File: src/rtl/face_cmd_dispatcher.sv
// Instruction front-end for the Frodo engine: a valid/ready FIFO whose head is
// decoded in order into SETBASE / START / FENCE actions on NUM_ENG engines.
module face_cmd_dispatcher #(
    parameter int         FIFO_DEPTH = 4,
    parameter int         NUM_ENG    = 2,
    parameter int         NUM_BASE   = 4,
    parameter int         ADDR_W     = 32,
    parameter logic [6:0] OPC_BASE   = 7'h0B
) (
    input  logic                                clk,
    input  logic                                rst_n,
    input  logic                                instr_valid,
    input  logic [31:0]                         instr,
    output logic                                instr_ready,
    output logic [NUM_ENG-1:0]                  eng_start,
    output logic [NUM_ENG*2-1:0]                eng_mode,
    output logic [NUM_ENG*19-1:0]               eng_arg,
    output logic [NUM_ENG*NUM_BASE*ADDR_W-1:0]  eng_base,
    input  logic [NUM_ENG-1:0]                  eng_done,
    output logic [NUM_ENG-1:0]                  eng_busy,
    output logic [$clog2(FIFO_DEPTH):0]         fifo_level,
    output logic                                busy,
    output logic                                err_illegal,
    input  logic                                err_clr
);

    localparam int PTR_W = $clog2(FIFO_DEPTH);
    localparam int LVL_W = PTR_W + 1;
    localparam int EW    = (NUM_ENG > 1) ? $clog2(NUM_ENG) : 1;

    localparam logic [2:0] FUNC_SETBASE = 3'b000;
    localparam logic [2:0] FUNC_START   = 3'b001;
    localparam logic [2:0] FUNC_FENCE   = 3'b010;

    logic [31:0]       mem_q [FIFO_DEPTH];
    logic [PTR_W-1:0]  wr_ptr_q, wr_ptr_d, rd_ptr_q, rd_ptr_d;
    logic [LVL_W-1:0]  level_q, level_d;
    logic [NUM_ENG-1:0] start_q, start_d, ebusy_q, ebusy_d;
    logic [1:0]        mode_q [NUM_ENG];
    logic [1:0]        mode_d [NUM_ENG];
    logic [18:0]       arg_q  [NUM_ENG];
    logic [18:0]       arg_d  [NUM_ENG];
    logic [ADDR_W-1:0] base_q [NUM_ENG][NUM_BASE];
    logic [ADDR_W-1:0] base_d [NUM_ENG][NUM_BASE];
    logic              err_q, err_d;

    logic        full, empty, push, pop;
    logic [31:0] head;
    logic [6:0]  opcode;
    logic [2:0]  func;
    logic [1:0]  sel;
    logic [18:0] payload;
    logic [7:0]  opc_off;
    logic [EW-1:0] eidx;
    logic        opc_ok, sel_ok, tgt_busy;
    logic        do_setbase, do_start, do_fence, illegal;
    logic        unused_bits;

    assign full    = (level_q == LVL_W'(FIFO_DEPTH));
    assign empty   = (level_q == '0);
    assign push    = instr_valid && !full;

    assign head    = mem_q[rd_ptr_q];
    assign opcode  = head[6:0];
    assign func    = head[9:7];
    assign sel     = head[11:10];
    assign payload = head[30:12];
    assign unused_bits = head[31];

    // Opcodes below OPC_BASE wrap to a large offset and fail the range test too.
    assign opc_off = {1'b0, opcode} - {1'b0, OPC_BASE};
    assign opc_ok  = (opcode >= OPC_BASE) && (opc_off < 8'(NUM_ENG));
    assign eidx    = opc_off[EW-1:0];
    assign sel_ok  = ({1'b0, sel} < 3'(NUM_BASE));

    always_comb begin
        tgt_busy   = 1'b0;
        do_setbase = 1'b0;
        do_start   = 1'b0;
        do_fence   = 1'b0;
        illegal    = 1'b0;
        for (int e = 0; e < NUM_ENG; e++) begin
            if (eidx == EW'(e)) tgt_busy = ebusy_q[e];
        end
        if (!empty) begin
            if (!opc_ok) begin
                illegal = 1'b1;
            end else begin
                case (func)
                    FUNC_SETBASE: begin
                        if (!sel_ok)        illegal    = 1'b1;
                        else if (!tgt_busy) do_setbase = 1'b1;
                    end
                    FUNC_START:   if (!tgt_busy) do_start = 1'b1;
                    FUNC_FENCE:   if (ebusy_q == '0 && start_q == '0) do_fence = 1'b1;
                    default:      illegal = 1'b1;
                endcase
            end
        end
        pop = illegal | do_setbase | do_start | do_fence;
    end

    always_comb begin
        wr_ptr_d = wr_ptr_q + PTR_W'(push);
        rd_ptr_d = rd_ptr_q + PTR_W'(pop);
        level_d  = level_q + LVL_W'(push) - LVL_W'(pop);
        err_d    = illegal ? 1'b1 : (err_clr ? 1'b0 : err_q);
        start_d  = '0;
        mode_d   = mode_q;
        arg_d    = arg_q;
        base_d   = base_q;
        for (int e = 0; e < NUM_ENG; e++) begin
            if (eidx == EW'(e)) begin
                if (do_start) begin
                    start_d[e] = 1'b1;
                    mode_d[e]  = sel;
                    arg_d[e]   = payload;
                end
                for (int s = 0; s < NUM_BASE; s++) begin
                    if (do_setbase && sel == 2'(s)) base_d[e][s] = ADDR_W'(payload);
                end
            end
        end
        // A START can never pop while its engine is busy, so set and clear never collide.
        ebusy_d = (ebusy_q & ~eng_done) | start_d;
    end

    always_ff @(posedge clk) begin
        if (push) mem_q[wr_ptr_q] <= instr;
    end

    always_ff @(posedge clk or negedge rst_n) begin
        if (!rst_n) begin
            wr_ptr_q <= '0;
            rd_ptr_q <= '0;
            level_q  <= '0;
            start_q  <= '0;
            ebusy_q  <= '0;
            err_q    <= 1'b0;
            for (int e = 0; e < NUM_ENG; e++) begin
                mode_q[e] <= '0;
                arg_q[e]  <= '0;
                for (int s = 0; s < NUM_BASE; s++) base_q[e][s] <= '0;
            end
        end else begin
            wr_ptr_q <= wr_ptr_d;
            rd_ptr_q <= rd_ptr_d;
            level_q  <= level_d;
            start_q  <= start_d;
            ebusy_q  <= ebusy_d;
            err_q    <= err_d;
            mode_q   <= mode_d;
            arg_q    <= arg_d;
            base_q   <= base_d;
        end
    end

    for (genvar e = 0; e < NUM_ENG; e++) begin : g_eng
        assign eng_mode[2*e +: 2]  = mode_q[e];
        assign eng_arg[19*e +: 19] = arg_q[e];
        for (genvar s = 0; s < NUM_BASE; s++) begin : g_base
            assign eng_base[(e*NUM_BASE+s)*ADDR_W +: ADDR_W] = base_q[e][s];
        end
    end

    assign instr_ready = !full;
    assign eng_start   = start_q;
    assign eng_busy    = ebusy_q;
    assign fifo_level  = level_q;
    assign busy        = (level_q != '0) || (ebusy_q != '0);
    assign err_illegal = err_q;

endmodule

File: config.mk
export PLATFORM = sky130hd
export DESIGN_NAME = face_cmd_dispatcher
export DESIGN_NICKNAME = d
export VERILOG_FILES = /design/src/rtl/face_cmd_dispatcher.sv
export SDC_FILE = /design/constraint.sdc
export NUM_CORES = 1
export LEC_CHECK = 0
export ABC_AREA = 1
export BUFFER_PORTS_ARGS = -buffer_cell sky130_fd_sc_hd__buf_2
export CORE_ASPECT_RATIO = 0.8
export CORE_MARGIN = 5
export CORE_UTILIZATION = 58
export CTS_BUF_LIST = sky130_fd_sc_hd__clkbuf_16
export CTS_CLUSTER_DIAMETER = 60
export DETAILED_ROUTE_END_ITERATION = 10
export PLACE_DENSITY = 0.86
export SYNTH_ARGS = -nofsm -noshare
export SYNTH_HDL_FRONTEND = slang
export SYNTH_SLANG_ARGS = --single-unit
File: constraint.sdc
create_clock -name clk -period 12 [get_ports clk]
set_clock_uncertainty 0.1 [all_clocks]
set_input_delay 2.4 -clock clk [delete_from_list [all_inputs] [get_ports clk]]
set_output_delay 2.4 -clock clk [all_outputs]
set_load 0.005 [all_outputs]
==> results.cfg <==
[clocking]
tritoncts = built
h-tree-depth = 1
post_cts_resized = 0
cts-root-buf = clkbuf_16
clk_latency_ns = 0.56
path_clk_slew_ns = 0.07
cts_buffers = 31
clock-sinks = 330
cts_hold_buf = 0
cts_buffer_depth = 3
postCtsSetupRepairBufs = 0

[global_routing]
grt_max_degree = 85
antenna_found_initial = 11
grt-ovfl-total = 0
grt_usage_pct = 26.6
grt_pass1_wl_mm = 57.2
grt_pass1_vias = 10200

[worst_setup_path]
crit_required_ns = 12.33
critPathKind = flop to flop
critPathMaxFanout = 84
crit_chain = buf_4 -> inv_4 -> nand2_1 -> nand3_1 -> nand2_4 -> ha_1 -> inv_1 -> nand3_1 -> nor2_1 -> nand3_1 -> nor2_2 -> nand2_1 -> nand2_1 -> nand3_1 -> ha_1 -> inv_1 -> ha_1 -> fa_1 -> xor2_1
path_buf_inv = 4
critPathTopFamily = simple AND/OR/NAND/NOR gates
slowest_stage = nand2_4
cp-end-kind = flop
slowest_delay_ns = 0.80
cp-start-kind = flop
crit_top_cell = nand3_1
crit_arrival_ns = 5.96

[sta]
setup_viol = 0
tns_ns = 0
final_hold_viol_count = 0
worst_pin_slew_ns = 1.09
finalCritPeriodShare_pct = 46.9
finalHoldWorstSlack_ns = 0.376
rsz0062_at_grt = no
slew_headroom_pct = 27.1
fin_crit_ns = 5.63
finalMaxSlewViolations = 0
fmax_mhz = 178

[run]
maxCapViolations = 0

[synthesis]
yosysSeqAreaShare_pct = 62.8
synth-simple-area-share_pct = 21.5
synth_top_family_by_area = simple AND/OR/NAND/NOR gates
ys_warn_count = 0
synth_xor_area_share_pct = 0.248
syn_area_per_cell_um2 = 10.4
synth_area_um2 = 14100
synth_adder_area_share_pct = 0.584
synthCells = 1357
synth_seq_cells = 330
synthMuxAreaShare_pct = 0
synth.distinct_cells = 35
synth_compound_area_share_pct = 4.64

[power_and_ir_drop]
leakage_nw = 8.48
cellPowerDensity_nw_per_um2 = 245
ir_worst_vdd_mv = 0.139

[final_layout]
layout_commonest_cell = nand2_1
fillers = 1737
multi_input_area_um2 = 4240
drive_gt1_share_pct = 21.5
final_cell_mix = nand2_1, buf_2, dfrtp_1
area_growth_pct = 13.9
final_nets = 1618
ff_latch_area_um2 = 8880

[placement]
dp_hpwl_mm = 24.3
numPortBuffers = 240
place_congestion = 0.824

[routing]
drt_first_pass_iters = 7
avgRoutedWirePerCell_um = 19.8
finalWirelength_mm = 38.0
drtAntennaViolNets = 0
num_vias = 10700
drt-vias-per-instance = 5.56
drtIter0Drc = 1220
route.detailed.drc = 0

[floorplan]
placementRows = 51
dieWidth_um = 185
start_util_pct = 58.5
coreArea_um2 = 24200
io_pins = 346
die-area_um2 = 27600
die_h_um = 150

[run_status]
status = completed

[min_path]
hold_path_class = flop to flop
flip-flops by register name, summed over array words and instances (netlist names):
name / flops
mem_q: 124
wr_ptr_q: 2
eng_mode: 4
rd_ptr_q: 2
eng_start: 2
eng_busy: 2
err_illegal: 1
eng_base: 152
fifo_level: 3
eng_arg: 38
cell usage after synthesis (all sizes together):
library cell	number	share of area, %
nand2	476	13
dfrtp	206	36
nand3	180	6.5
buf	139	7.7
edfxtp	124	26
inv	61	1.6
o21ai	46	1.6
clkbuf	34	0.90
a21oi	23	0.81
a32oi	21	2.1
nor2	18	0.82
nand4	8	1.1
nor3	6	0.21
ha	5	0.44
xor2	3	0.19
o211ai	2	0.11
conb	1	0.027
fa	1	0.14
nand3b	1	0.053
nor4	1	0.044
xnor2	1	0.062
worst paths after layout:
| check | slack, ns | startpoint | depth (start not counted) | to |
|---|---|---|---|---|
| worst max register to register | 6.37 | rd_ptr_q[0]$_DFF_PN0_ | 19 | fifo_level[2]$_DFF_PN0_ |
| worst max-delay path | 6.37 | rd_ptr_q[0]$_DFF_PN0_ | 19 | fifo_level[2]$_DFF_PN0_ |
| worst min-delay path | 0.38 | eng_base[96]$_DFFE_PN0P_ | 2 | eng_base[96]$_DFFE_PN0P_ |
| min in group asynchronous | 1.73 | rst_n | 1 | eng_base[76]$_DFFE_PN0P_ |
| worst min register to register | 0.38 | eng_base[96]$_DFFE_PN0P_ | 2 | eng_base[96]$_DFFE_PN0P_ |
| max in group asynchronous | 7.92 | rst_n | 3 | eng_base[105]$_DFFE_PN0P_ |
power by group:
group	total, mW	internal (mW)	switching, mW
Clock	0.994	0.577	0.417
Combinational	1.40	0.358	1.04
Sequential	1.56	1.43	0.131
Total	3.95	2.36	1.59
final cells by class:
type                       count  share of cell area (%)
clock buffer                  31                    4.81
multi-input combinational    896                    26.3
timing repair buffer         254                    8.16
inverter                      61                    1.44
antenna                        5                  0.0777
sequential                   330                    55.1
tap                          318                    2.47
clock inverter                27                    1.62
worst min-delay path: stages, from the launching register on:
cell,delay [ns]
dfrtp_1,0.34
nand2_1,0.05
nand2_1,0.05
metrics by stage:
stage	power (mW)	cell area (µm²)	std cells	utilization, %	setup slack, ns
2_1_floorplan	2.40	14500	1460	-	6.78
3_3_place_gp	2.88	15100	1859	62.3	6.58
3_5_place_dp	2.94	15100	1859	62.3	6.45
4_1_cts	3.94	16100	1917	66.6	6.40
5_1_grt	4.14	16100	1922	66.6	5.95
6_report	3.95	16100	1922	66.6	6.37
cell families (layout without fill, tap and decap cells):
| logic type | count (synthesis) | count (layout) |
|---|---|---|
| flops | 330 | 330 |
| fa+ha+maj | 6 | 6 |
| other cells | 1 | 109 |
| xor+xnor | 4 | 4 |
| compound gates | 92 | 92 |
| buf+inv | 234 | 373 |
| simple gates | 690 | 690 |
routing by layer:
layer / vias to the layer above / part of all wire (%) / routed length [µm] / global-route usage [%]
met1: 5190 / 36 / 13800 / 35.0
met4: 12 / 4.6 / 1740 / 10.9
li1: 4708 / - / - / -
met5: - / 0.15 / 57 / 0
met2: 642 / 48 / 18400 / 42.8
met3: 126 / 11 / 4060 / 6.68
(Power assumes the default switching activity.)
